$ cat config.mk
export PLATFORM = sky130hd
export DESIGN_NAME = data_memory_mmio
export DESIGN_NICKNAME = d
export VERILOG_FILES = /design/src/rtl/data_memory_mmio.sv
export SDC_FILE = /design/constraint.sdc
export NUM_CORES = 2
export LEC_CHECK = 0
export CAP_MARGIN = 20
export CORE_AREA = 10 10 325 483
export DETAILED_ROUTE_END_ITERATION = 8
export DIE_AREA = 0 0 335 493
export PLACE_DENSITY_LB_ADDON = 0.08
export SYNTH_ARGS = -nofsm -noshare
export SYNTH_HDL_FRONTEND = slang
export SYNTH_SLANG_ARGS = --single-unit
$ cat constraint.sdc
create_clock -name clk -period 5.18 [get_ports clk]
set_input_delay 0.518 -clock clk [delete_from_list [all_inputs] [get_ports clk]]
set_output_delay 0.518 -clock clk [all_outputs]
set_load 0.05 [all_outputs]
$ cat src/rtl/data_memory_mmio.sv
// Data-side memory for the single-cycle MIPS core: word RAM plus an MMIO window
// holding LEDs, synchronised switches and a compare timer with a level interrupt.
module data_memory_mmio #(
  parameter int DEPTH    = 64,
  parameter int SW_WIDTH = 16
) (
  input  logic                clk,
  input  logic                reset,
  input  logic                MemWrite,
  input  logic [31:0]         Address,
  input  logic [31:0]         WriteData,
  output logic [31:0]         ReadData,
  input  logic [SW_WIDTH-1:0] Switches,
  output logic [SW_WIDTH-1:0] Leds,
  output logic                TimerIrq
);

  localparam int          AW        = $clog2(DEPTH);
  localparam logic [31:0] RAM_BYTES = 32'(DEPTH * 4);

  localparam logic [31:0] ADDR_LED     = 32'hFFFF_0000;
  localparam logic [31:0] ADDR_SWITCH  = 32'hFFFF_0004;
  localparam logic [31:0] ADDR_COUNT   = 32'hFFFF_0008;
  localparam logic [31:0] ADDR_COMPARE = 32'hFFFF_000C;
  localparam logic [31:0] ADDR_CTRL    = 32'hFFFF_0010;

  logic [31:0]         mem [DEPTH];
  logic [SW_WIDTH-1:0] sw_meta;
  logic [SW_WIDTH-1:0] sw_sync;
  logic [31:0]         count;
  logic [31:0]         compare;
  logic                enable;
  logic                irq_en;
  logic                match;
  logic                addr_err;

  logic aligned;
  logic is_ram;
  logic is_led;
  logic is_switch;
  logic is_count;
  logic is_compare;
  logic is_ctrl;
  logic mapped;
  logic wr_ram;
  logic wr_led;
  logic wr_count;
  logic wr_compare;
  logic wr_ctrl;
  logic bad_wr;
  logic match_hit;

  always_comb begin
    aligned    = (Address[1:0] == 2'b00);
    is_ram     = (Address[31:16] == 16'h0000) && (Address < RAM_BYTES);
    is_led     = (Address == ADDR_LED);
    is_switch  = (Address == ADDR_SWITCH);
    is_count   = (Address == ADDR_COUNT);
    is_compare = (Address == ADDR_COMPARE);
    is_ctrl    = (Address == ADDR_CTRL);
    mapped     = is_ram || is_led || is_switch || is_count || is_compare || is_ctrl;
    wr_ram     = MemWrite && aligned && is_ram;
    wr_led     = MemWrite && is_led;
    wr_count   = MemWrite && is_count;
    wr_compare = MemWrite && is_compare;
    wr_ctrl    = MemWrite && is_ctrl;
    // Only stores can flag an error; the datapath drives Address on every cycle.
    bad_wr     = MemWrite && (!aligned || !mapped);
    match_hit  = !wr_count && enable && (count == compare);
  end

  always_comb begin
    ReadData = 32'h0;
    if (aligned) begin
      if (is_ram)          ReadData = mem[Address[AW+1:2]];
      else if (is_led)     ReadData = 32'(Leds);
      else if (is_switch)  ReadData = 32'(sw_sync);
      else if (is_count)   ReadData = count;
      else if (is_compare) ReadData = compare;
      else if (is_ctrl)    ReadData = {22'h0, addr_err, match, 6'h0, irq_en, enable};
    end
  end

  // RAM has no reset; a store coinciding with reset is dropped.
  always_ff @(posedge clk) begin
    if (!reset && wr_ram) mem[Address[AW+1:2]] <= WriteData;
  end

  always_ff @(posedge clk) begin
    if (reset) begin
      Leds     <= '0;
      sw_meta  <= '0;
      sw_sync  <= '0;
      count    <= 32'h0;
      compare  <= 32'hFFFF_FFFF;
      enable   <= 1'b0;
      irq_en   <= 1'b0;
      match    <= 1'b0;
      addr_err <= 1'b0;
    end else begin
      sw_meta <= Switches;
      sw_sync <= sw_meta;
      if (wr_led)     Leds    <= WriteData[SW_WIDTH-1:0];
      if (wr_compare) compare <= WriteData;
      if (wr_count)       count <= WriteData;
      else if (match_hit) count <= 32'h0;
      else if (enable)    count <= count + 32'h1;
      if (wr_ctrl) begin
        enable <= WriteData[0];
        irq_en <= WriteData[1];
      end
      // Setting a sticky flag takes precedence over a same-edge W1C.
      if (match_hit)                     match <= 1'b1;
      else if (wr_ctrl && WriteData[8])  match <= 1'b0;
      if (bad_wr)                        addr_err <= 1'b1;
      else if (wr_ctrl && WriteData[9])  addr_err <= 1'b0;
    end
  end

  assign TimerIrq = match && irq_en;

endmodule

==> flow_metrics.env <==
export IMPL_syn2layout_area_growth_pct=14.6
export IMPL_timing_max_cap_violations=0
export IMPL_rsz0062_at_grt="false"
export IMPL_ant_nets=0
export IMPL_slew_headroom=0.258
export IMPL_clock_sinks=2164
export IMPL_grt_first_pass_wirelength_um=342000
export IMPL_worstHoldStart="WriteData[24]"
export IMPL_die_area_mm2=0.165
export IMPL_critPathArrivalTime_ns=4.64
export IMPL_ys_ff_latch=2164
export IMPL_final_setup_viol_count=0
export IMPL_synth_seq_area_share=0.762
export IMPL_busiest_layer="met2"
export IMPL_fin_nets=4557
export IMPL_dr_pass1_iters=6
export IMPL_drtIter0Drc=5821
export IMPL_required_ns=4.66
export IMPL_pin_count=132
export IMPL_cts_clk_slew_worst_paths_ns=0.07
export IMPL_gp_routability_congestion=0.948
export IMPL_fin_crit_sh=0.995
export IMPL_pre_cts_slack_ns=0.0824
export IMPL_cts_tree="yes"
export IMPL_maxSlewViolCount=0
export IMPL_port_buffers=131
export IMPL_cts_root_buf="clkbuf_16"
export IMPL_drc_errors=0
export IMPL_fmax_ghz=0.194
export IMPL_critPathMaxFanout=15
export IMPL_core_area_mm2=0.148
export IMPL_status="finished, final reports clean"
export IMPL_final_cell_area_mm2=0.0960
export IMPL_wl_per_cell_um=37.1
export IMPL_skew_ns=0.00755
export IMPL_antenna_found_initial=15
export IMPL_finalSetupTns_ns=0
export IMPL_rows=173
export IMPL_syn_area_mm2=0.0838
export IMPL_mostFrequentLayoutCells="edfxtp_1, mux4_2, buf_4"
export IMPL_final_hold_viol_count=0
export IMPL_hold_class="input port to register"
export IMPL_placed_area_mm2=0.0899
export IMPL_p_per_area_mw_per_mm2=363
export IMPL_fp_dieW_um=335
export IMPL_async_reset_ff_frac=0
export IMPL_grt_ovfl_total=0
export IMPL_grt_max_degree=77
export IMPL_final_common_cell="edfxtp_1"
export IMPL_path_class="input port to output port"
export IMPL_yosysWarnings=0
export IMPL_grt_use_met2=0.477
export IMPL_via_count=44100
export IMPL_die_h_um=493
export IMPL_worst_slack_ns=0.0269
export IMPL_synth_fp_nets=4199
export IMPL_start_kind="input port"
export IMPL_netlist_instances=4115
export IMPL_min_period_ns=5.15
export IMPL_cp_end_kind="output port"
export IMPL_ir_drop_v=0.000321
export IMPL_synth_edff_count=2048
export IMPL_startpoint="Address[7]"
export IMPL_drive_above_1_share=0.263
export IMPL_syn_avg_cell_area_um2=20.4
export IMPL_vias_per_cell=6.73
export IMPL_tightest_slew_ns=1.11
export IMPL_dpl_hpwl_um=152000
export IMPL_r2r_start="count[24]"
export IMPL_track_usage=0.296
export IMPL_cts_made_buffers=192
export IMPL_power_leakage_nw=30.1
export IMPL_met3_usage=0.0620
export IMPL_grt_pass1_vias=43400
export IMPL_start_util=0.566
export IMPL_h_tree_depth=4
export IMPL_netlist_cell_type_count=59
export IMPL_wirelength_um=243000
export IMPL_ys_flop_type="edfxtp_1"
export IMPL_insertion_delay_ns=0.85
export IMPL_use_met1=0.386
export IMPL_clk_path_buf_depth=3
## final cells by class
type,count,area (um^2)
Inverter,11,41.3
Timing Repair Buffer,407,4330
Multi-Input combinational cell,1697,19400
Clock inverter,112,925
Sequential cell,2164,63800
Tap cell,1925,2410
Clock buffer,238,5070
Antenna cell,1,2.50
Fill cell,9912,52100
## cells by family (layout without fill, tap and decap cells)
logic type	count (synthesis)	in the layout	synth area share
buf+inv	254	768	0.0127
other cells	0	1	0
compound gates	417	417	0.0326
mux	648	648	0.154
fa+ha+maj	1	1	0.000149
simple gates	589	589	0.0345
xor+xnor	42	42	0.00439
flops	2164	2164	0.762
## cell usage after synthesis (32+ instances only)
library cell     n  area (um^2)
nor2b_1         51          319
o21ai_0         39          195
nor2_1         144          541
nand2_1        170          638
edfxtp_1      2048        61500
mux4_2         510        11500
dfxtp_1        116         2320
buf_1           36          135
clkbuf_1       127          477
o22ai_1        110          688
a21oi_1         97          485
a211oi_1        60          450
nand3_1         35          175
xor2_1          39          342
nand3b_1        32          240
nor3_1          45          225
a22oi_1         44          330
buf_2           78          390
mux2i_1        127         1270
## worst max-delay path: stages
cell and delay [ns]:
clkdlybuf4s50_1 0.72, and3_1 0.61, nand2b_1 0.69, o22ai_1 0.25
nor4_1 0.92, o2111ai_1 0.41, o21ai_0 0.29, buf_12 0.19
## path summary, 6_finish.rpt
path | to | slack, ns | depth (start not counted)
setup / recovery | ReadData[30] | 0.03 | 8
hold / removal | count[24] | 0.06 | 3
setup reg to reg | count[29] | 1.79 | 6
hold reg to reg | sw_sync[1] | 0.45 | 1
## layer usage
metal / part of all wire / vias to the layer above
met5: 0.00018 / -
met4: 0.056 / 6
met3: 0.092 / 454
met2: 0.49 / 2368
met1: 0.36 / 23400
li1: - / 17800
## stage by stage
| stage | utilization | hold slack [ns] | cells | total power [mW] |
|---|---|---|---|---|
| 5_1_grt | 0.648 | 0.0576 | 6555 | 35.7 |
| 3_3_place_gp | 0.607 | 0.422 | 6202 | 21.3 |
| 2_1_floorplan | - | 0.414 | 4115 | 20.3 |
| 6_report | 0.648 | 0.0599 | 6555 | 34.8 |
| 4_1_cts | 0.648 | 0.0191 | 6552 | 35.0 |
| 3_5_place_dp | 0.607 | 0.428 | 6202 | 21.3 |
## flip-flops by register name (all words and copies together), names as in the netlist
register  flops
sw_meta      16
enable        1
compare      32
match         1
addr_err      1
Leds         16
mem        2048
sw_sync      16
count        32
irq_en        1
## timing repair
item / 4_1_cts / 5_1_grt
gates resized for setup: 0 / 1
endpoints found under the setup margin: 0 / 1
setup buffers: 0 / 0
hold buffers: 0 / 0
## report_power, final
| part | switching (mW) | internal [mW] | total, mW |
|---|---|---|---|
| Sequential | 0.0180 | 19.1 | 19.2 |
| Clock | 6.35 | 7.55 | 13.9 |
| Combinational | 1.17 | 0.613 | 1.78 |
| Total | 7.54 | 27.3 | 34.8 |
No activity file was read; power rests on OpenSTA's default activity.
